--- src/rtl/bloom_hash_gen.sv ---
// Byte-stream front end for the Bloom-filter checker: four 16-bit rolling hash
// lanes per packet, folded to 8-bit indices and reported with a one-cycle hash_done.
module bloom_hash_gen #(
    parameter logic [15:0] SEED0   = 16'h9E37,
    parameter logic [15:0] SEED1   = 16'h85EB,
    parameter logic [15:0] SEED2   = 16'hC2B2,
    parameter logic [15:0] SEED3   = 16'h27D4,
    parameter logic [15:0] INIT    = 16'h0000,
    parameter int          MAX_LEN = 1518
) (
    input  logic        clk,
    input  logic        rst,
    input  logic [7:0]  in_data,
    input  logic        in_valid,
    input  logic        in_last,
    output logic        in_ready,
    output logic [7:0]  idx0,
    output logic [7:0]  idx1,
    output logic [7:0]  idx2,
    output logic [7:0]  idx3,
    output logic [15:0] pkt_len,
    output logic        trunc,
    output logic        hash_done
);

    typedef enum logic [2:0] {IDLE, ACCUM, FOLD, DONE, DRAIN} state_t;

    localparam logic [15:0] MAX_LEN_16 = 16'(MAX_LEN);

    state_t      state_reg, state_next;
    logic [15:0] len_cnt_reg;
    logic [15:0] pkt_len_reg;
    logic        trunc_flag_reg;
    logic        trunc_reg;
    logic        hash_done_reg;
    logic [31:0] idx_all;

    logic        accept;
    logic        hashing;
    logic [15:0] len_inc;
    logic        at_max;
    logic        closing;

    assign accept  = in_valid && in_ready;
    assign hashing = accept && ((state_reg == IDLE) || (state_reg == ACCUM));
    assign len_inc = len_cnt_reg + 16'd1;
    assign at_max  = (len_inc == MAX_LEN_16);
    assign closing = in_last || at_max;

    always_ff @(posedge clk or posedge rst) begin
        if (rst) begin
            state_reg <= IDLE;
        end else begin
            state_reg <= state_next;
        end
    end

    always_comb begin
        state_next = state_reg;
        case (state_reg)
            IDLE, ACCUM: begin
                if (hashing) begin
                    state_next = closing ? FOLD : ACCUM;
                end
            end
            FOLD:    state_next = DONE;
            DONE:    state_next = trunc_flag_reg ? DRAIN : IDLE;
            DRAIN: begin
                if (accept && in_last) begin
                    state_next = IDLE;
                end
            end
            default: state_next = IDLE;
        endcase
    end

    always_comb begin
        in_ready = 1'b0;
        case (state_reg)
            IDLE, ACCUM, DRAIN: in_ready = 1'b1;
            default:            in_ready = 1'b0;
        endcase
    end

    // A byte that is both last and at MAX_LEN counts as a normal last (no drain).
    always_ff @(posedge clk or posedge rst) begin
        if (rst) begin
            len_cnt_reg    <= '0;
            pkt_len_reg    <= '0;
            trunc_flag_reg <= 1'b0;
            trunc_reg      <= 1'b0;
            hash_done_reg  <= 1'b0;
        end else begin
            hash_done_reg <= (state_reg == FOLD);
            if (hashing) begin
                len_cnt_reg <= len_inc;
                if (closing) begin
                    trunc_flag_reg <= !in_last;
                end
            end else if (state_reg == DONE) begin
                len_cnt_reg <= '0;
            end
            if (state_reg == FOLD) begin
                pkt_len_reg <= len_cnt_reg;
                trunc_reg   <= trunc_flag_reg;
            end
        end
    end

    for (genvar gi = 0; gi < 4; gi++) begin : g_lane
        localparam logic [15:0] SEED = (gi == 0) ? SEED0 :
                                       (gi == 1) ? SEED1 :
                                       (gi == 2) ? SEED2 : SEED3;
        logic [15:0] lane_reg;
        logic [15:0] lane_next;
        logic [7:0]  idx_reg;

        assign lane_next = ({lane_reg[10:0], lane_reg[15:11]} ^ {8'h00, in_data}) + SEED;

        always_ff @(posedge clk or posedge rst) begin
            if (rst) begin
                lane_reg <= INIT;
                idx_reg  <= '0;
            end else begin
                if (hashing) begin
                    lane_reg <= lane_next;
                end else if (state_reg == DONE) begin
                    lane_reg <= INIT;
                end
                if (state_reg == FOLD) begin
                    idx_reg <= lane_reg[15:8] ^ lane_reg[7:0];
                end
            end
        end

        assign idx_all[8*gi +: 8] = idx_reg;
    end

    assign idx0      = idx_all[7:0];
    assign idx1      = idx_all[15:8];
    assign idx2      = idx_all[23:16];
    assign idx3      = idx_all[31:24];
    assign pkt_len   = pkt_len_reg;
    assign trunc     = trunc_reg;
    assign hash_done = hash_done_reg;

endmodule

--- config.mk ---
export PLATFORM = sky130hd
export DESIGN_NAME = bloom_hash_gen
export DESIGN_NICKNAME = d
export VERILOG_FILES = /design/src/rtl/bloom_hash_gen.sv
export SDC_FILE = /design/constraint.sdc
export NUM_CORES = 1
export LEC_CHECK = 0
export BUFFER_PORTS_ARGS = -buffer_cell sky130_fd_sc_hd__buf_2
export CORE_ASPECT_RATIO = 0.75
export CORE_MARGIN = 3
export CORE_UTILIZATION = 45
export CTS_CLUSTER_SIZE = 14
export DETAILED_ROUTE_END_ITERATION = 7
export RECOVER_POWER = 25
export SLEW_MARGIN = 25
export SYNTH_ARGS = -nofsm -noshare
export SYNTH_HDL_FRONTEND = slang
export SYNTH_SLANG_ARGS = --single-unit
--- constraint.sdc ---
create_clock -name clk -period 11.3 [get_ports clk]
set_input_delay 2.26 -clock clk [delete_from_list [all_inputs] [get_ports clk]]
set_output_delay 2.26 -clock clk [all_outputs]
set_load 0.02 [all_outputs]
---- Word level (Yosys, flattened, before mapping) ----
Cells that the tools add are included.
operators by class
  add/subtract/negate cells ............... 5
  multiply operators ...................... 0
  div/mod/pow operators ................... 0
  $lt $le $gt $ge ......................... 0
  equality and inequality tests ........... 7
  shifts and indexed selects .............. 0
  multiplexer cells ....................... 12
  bitwise gates (word level) .............. 8
  reduce and logical (&&, ||, !) cells .... 12
operators with widths
  cell                    count
  $mux 16                 6
  $xor 16x8->16           4
  $add 16x16->16 const B  3
  $xor 8x8->8             4
  $add 16x1->16 const B   1
  $add 16x14->16 const B  1
  $eq 16x11->1 const B    1
  $pmux 3 s4              1
  $mux 3                  3
  $eq 3x2->1 const B      2
  $ne 2x2->1 const B      2
  $reduce_and 2->1        2
  $eq 3x1->1 const B      1
  $eq 3x3->1 const B      1
  $logic_and 1x1->1       3
  $logic_not 3->1         1
  $reduce_or 3->1         1
  $logic_or 1x1->1        2
  $mux 2                  1
  $reduce_bool 2->1       1
  $reduce_or 2->1         1
  $logic_not 1->1         1
  $mux 1                  1
word-level totals
  flip-flop bits (word level) ............. 134
  latch bits .............................. 0
  bits in writable memories ............... 0
  memory bits (read-only) ................. 0
  input bits .............................. 12
  output and inout bits ................... 51
  memories ................................ 0

---- Logic depth before layout (Yosys ltp) ----
  word-level depth ........................ 7
  gate-level depth with buffers ........... 9
  depth with buffers taken out ............ 8

---- Least setup slack after synthesis ----
Ideal clock, no wire load.
  kind .................................... input to register
  start point ............................. input port in_data[6]
  end point ............................... register g_lane[3].lane_reg[15]
  library setup time ...................... 0.069 ns
  arrival time ............................ 3.922 ns
  data required time ...................... 11.231 ns
  path slack .............................. 7.309 ns
  cell stages on the path ................. 7
  buffers on the path ..................... 1
  cell sequence ........................... buf_6 -> xor2_2 -> or4_4 -> a211oi_4 -> nor2_2 -> or4b_1 -> nand3_1
between the ends
  cells in the longest elaborated chain, start to end .. 3
RTL lines
  item                    line  RTL
  start: declaration      13    input logic [7:0] in_data,
  $xor 16x8->16           118   assign lane_next = ({lane_reg[10:0], lane_reg[15:11]} ^ {8'h00, in_data}) + SEED;
  $add 16x14->16          118
  $mux 16                 125   if (hashing) begin
  end signal: assignment  126   lane_reg <= lane_next;
  end: declaration        114   logic [15:0] lane_reg;
Every way passes these cells.
A chain may end at the register's enable or synchronous reset.

==> flow_metrics.env <==
export IMPL_syn_inst=699
export IMPL_post_synth_top_count_cell="dfrtp_1"
export IMPL_die_h_microns=112.4
export IMPL_synth_adder_area_share=0.01104
export IMPL_post_cts_resized=0
export IMPL_worstSkewPairLatency_ps=420
export IMPL_p_total_mw=2.592
export IMPL_hpwl_microns=10370
export IMPL_cts_made_buffers=17
export IMPL_initial_core_util=0.4642
export IMPL_finalSetupViolCount=0
export IMPL_htree_num_levels=4
export IMPL_core_sq_mm=0.01464
export IMPL_yosys_top_cells_count="dfrtp_1 (134), nand2_1 (89), xnor2_1 (76), nor2_1 (56), o21ai_0 (47)"
export IMPL_cts_setup_buffers=0
export IMPL_synthSimpleGateAreaFrac=0.1401
export IMPL_cp_end_kind="asynchronous set/reset pin"
export IMPL_rr_startpoint="state_reg[0]$_DFFE_PP0P_"
export IMPL_grt_pass1_vias=5003
export IMPL_ys_flop_type="dfrtp_1"
export IMPL_clk_path_buf_depth=2
export IMPL_syn_area_sq_mm=0.006798
export IMPL_hp_class="reg2reg"
export IMPL_path_cells="buf_2, clkinvlp_2, buf_4"
export IMPL_fmax_ghz=0.2082
export IMPL_synth_xor_area_frac=0.1581
export IMPL_required_ps=11780
export IMPL_clock_sinks=134
export IMPL_io_buffer_count=62
export IMPL_overflow=0
export IMPL_violations="max-capacitance violations, max-slew violations"
export IMPL_antenna_found_initial=0
export IMPL_synth_top_family_by_area="XOR/XNOR gates"
export IMPL_tightest_slew_ps=3647
export IMPL_r2r_setup_slack_ps=8410
export IMPL_synth_area_leaders="dfrtp_1 (49%), xnor2_1 (9.8%), xor2_1 (5.5%)"
export IMPL_synth_compound_area_frac=0.1401
export IMPL_r2r_end="pkt_len[0]$_DFFE_PP0P_"
export IMPL_largest_register_ff_count=64
export IMPL_worstSetupStartpointType="primary input"
export IMPL_firstDrtPassIters=5
export IMPL_cts_root_buf="clkbuf_16"
export IMPL_slowest_stage="clkinvlp_2"
export IMPL_skew_ps=12.12
export IMPL_drc=0
export IMPL_tns_ps=0
export IMPL_synthArstFlopShare=1.000
export IMPL_synth_top_area_cell="dfrtp_1"
export IMPL_fin_crit_ps=4804
export IMPL_vias=5152
export IMPL_critPathLaunch="rst"
export IMPL_final_fill_count=1347
export IMPL_cpPeakStageDelay_ps=2040
export IMPL_status="finished, violations left"
export IMPL_cts_tree="done"
export IMPL_cts_reportedPaths_clkPinSlew_ps=50
export IMPL_rows=38
export IMPL_synth_edf_count=0
export IMPL_reg2reg_depth=3
export IMPL_antennaDiodeCount=0
export IMPL_syn2layout_area_growth_pct=16.75
export IMPL_cap_violations=2
export IMPL_synth_seq_cells=134
export IMPL_routed_wl_microns=15690
export IMPL_fin_crit_sh=0.4251
export IMPL_peakVddDrop_v=0.0001534
export IMPL_dieArea_sq_mm=0.01663
export IMPL_drtAntennaViolNets=0
export IMPL_track_usage=0.1983
export IMPL_final_layout_size_suffix_gt1_frac=0.1621
export IMPL_synth_cell_types=57
export IMPL_powerDensity_mw_per_mm2=326.6
export IMPL_gp_congestion=0.8723
export IMPL_grt_first_pass_wirelength_microns=26180
export IMPL_grt_setup_unrepaired="no"
export IMPL_synth_avg_cell_area_sq_um=9.725
export IMPL_p_leak_nw=3.433
export IMPL_synth_top_cell_area_share=0.4933
export IMPL_ys_seq_area_frac=0.4933
export IMPL_wire_per_inst_microns=16.36
export IMPL_critical_path_class="in2async"
export IMPL_crit_path_end="len_cnt_reg[12]$_DFFE_PP0P_"
export IMPL_boundaryPins=63
export IMPL_viasPerCell=5.372
export IMPL_drt_iter0_markers=287
export IMPL_grt_max_degree=86
export IMPL_slew_headroom=-1.445
export IMPL_cp_max_fo=85
export IMPL_arrival_ps=5290
export IMPL_ys_warn_count=0
export IMPL_fin_nets=764
export IMPL_fp_dieW_microns=147.9
export IMPL_synth_net_count=717
export IMPL_synth_mux_area_frac=0.02963
export IMPL_ctsHoldBuffers=0
export IMPL_finalMaxSlewViolations=134
export IMPL_finalHoldViolations=0
==> layout by cell type, fill, tap and decap left out, types with 6 or more instances in the layout <==
cell type,n
a21oi_1,44
a22o_1,6
a31oi_1,6
buf_2,60
bufinv_16,7
clkbuf_16,17
dfrtp_1,134
ha_1,6
inv_1,6
mux2_2,17
nand2_1,89
nand3_1,17
nor2_1,56
o21ai_0,47
o21ai_1,37
xnor2_1,76
xor2_1,43
==> per-layer routing <==
| metal | vias up | part of all wire | track usage |
|---|---|---|---|
| met1 | 2515 | 0.51 | 0.2912 |
| li1 | 2482 | - | - |
| met3 | 23 | 0.046 | 0.05287 |
| met5 | - | 0 | 0 |
| met2 | 132 | 0.43 | 0.2810 |
| met4 | 0 | 0.019 | 0.07631 |
==> critical path, delay by kind of cell <==
kind	cells	cell delay (ps)
buffers and inverters	3	2950
==> layout make-up <==
cell class,instances,area [sq um],area share
sequential,134,3353,0.4225
inverter,7,27.53,0.003468
multi-input combinational,518,3257,0.4104
tap,200,250.2,0.03153
timing repair buffer,68,345.3,0.04351
clock buffer,19,452.9,0.05707
clock inverter,13,250.2,0.03153
==> kinds of logic (layout without fill, tap and decap cells) <==
kind of cell,count (synthesis),count (layout)
and+or+nand+nor,208,208
buffers and inverters,47,107
xor gates and xnor gates,121,121
muxes,18,18
DFF,134,134
adders and majority gates,6,6
AOI/OAI and AO/OA,165,165
==> power by group <==
part | total (mW) | switching [mW] | internal, mW | leakage [nW]
Combinational | 1.03 | 0.602 | 0.432 | 1.41
Clock | 0.654 | 0.207 | 0.447 | 0.343
Sequential | 0.904 | 0.228 | 0.675 | 1.68
Total | 2.59 | 1.04 | 1.55 | 3.43
==> metrics by stage <==
| stage | hold WS [ps] | utilization | setup WS (ps) | cells | cell area (sq um) |
|---|---|---|---|---|---|
| after CTS | 503.3 | 0.5432 | 7604 | 959 | 7955 |
| after floorplan | 481.2 | - | 5457 | 699 | 6798 |
| after global routing | 517.2 | 0.5420 | 5842 | 959 | 7936 |
| after detailed placement | 491.0 | 0.4952 | 7175 | 927 | 7252 |
| final | 496.2 | 0.5420 | 6496 | 959 | 7936 |
| after global placement | 487.5 | 0.4952 | 7179 | 927 | 7252 |
==> how the worst min path moves through the flow <==
stage,cells past startpoint,end,slack [ps],from
floorplan,1,len_cnt_reg[8]$_DFFE_PP0P_,480,len_cnt_reg[8]$_DFFE_PP0P_
global placement,1,pkt_len[12]$_DFFE_PP0P_,490,pkt_len[12]$_DFFE_PP0P_
finish,1,pkt_len[6]$_DFFE_PP0P_,500,pkt_len[6]$_DFFE_PP0P_
global route,1,pkt_len[1]$_DFFE_PP0P_,520,pkt_len[1]$_DFFE_PP0P_
detailed placement,1,pkt_len[6]$_DFFE_PP0P_,490,pkt_len[6]$_DFFE_PP0P_
CTS,1,pkt_len[6]$_DFFE_PP0P_,500,pkt_len[6]$_DFFE_PP0P_
(Power assumes the default switching activity.)
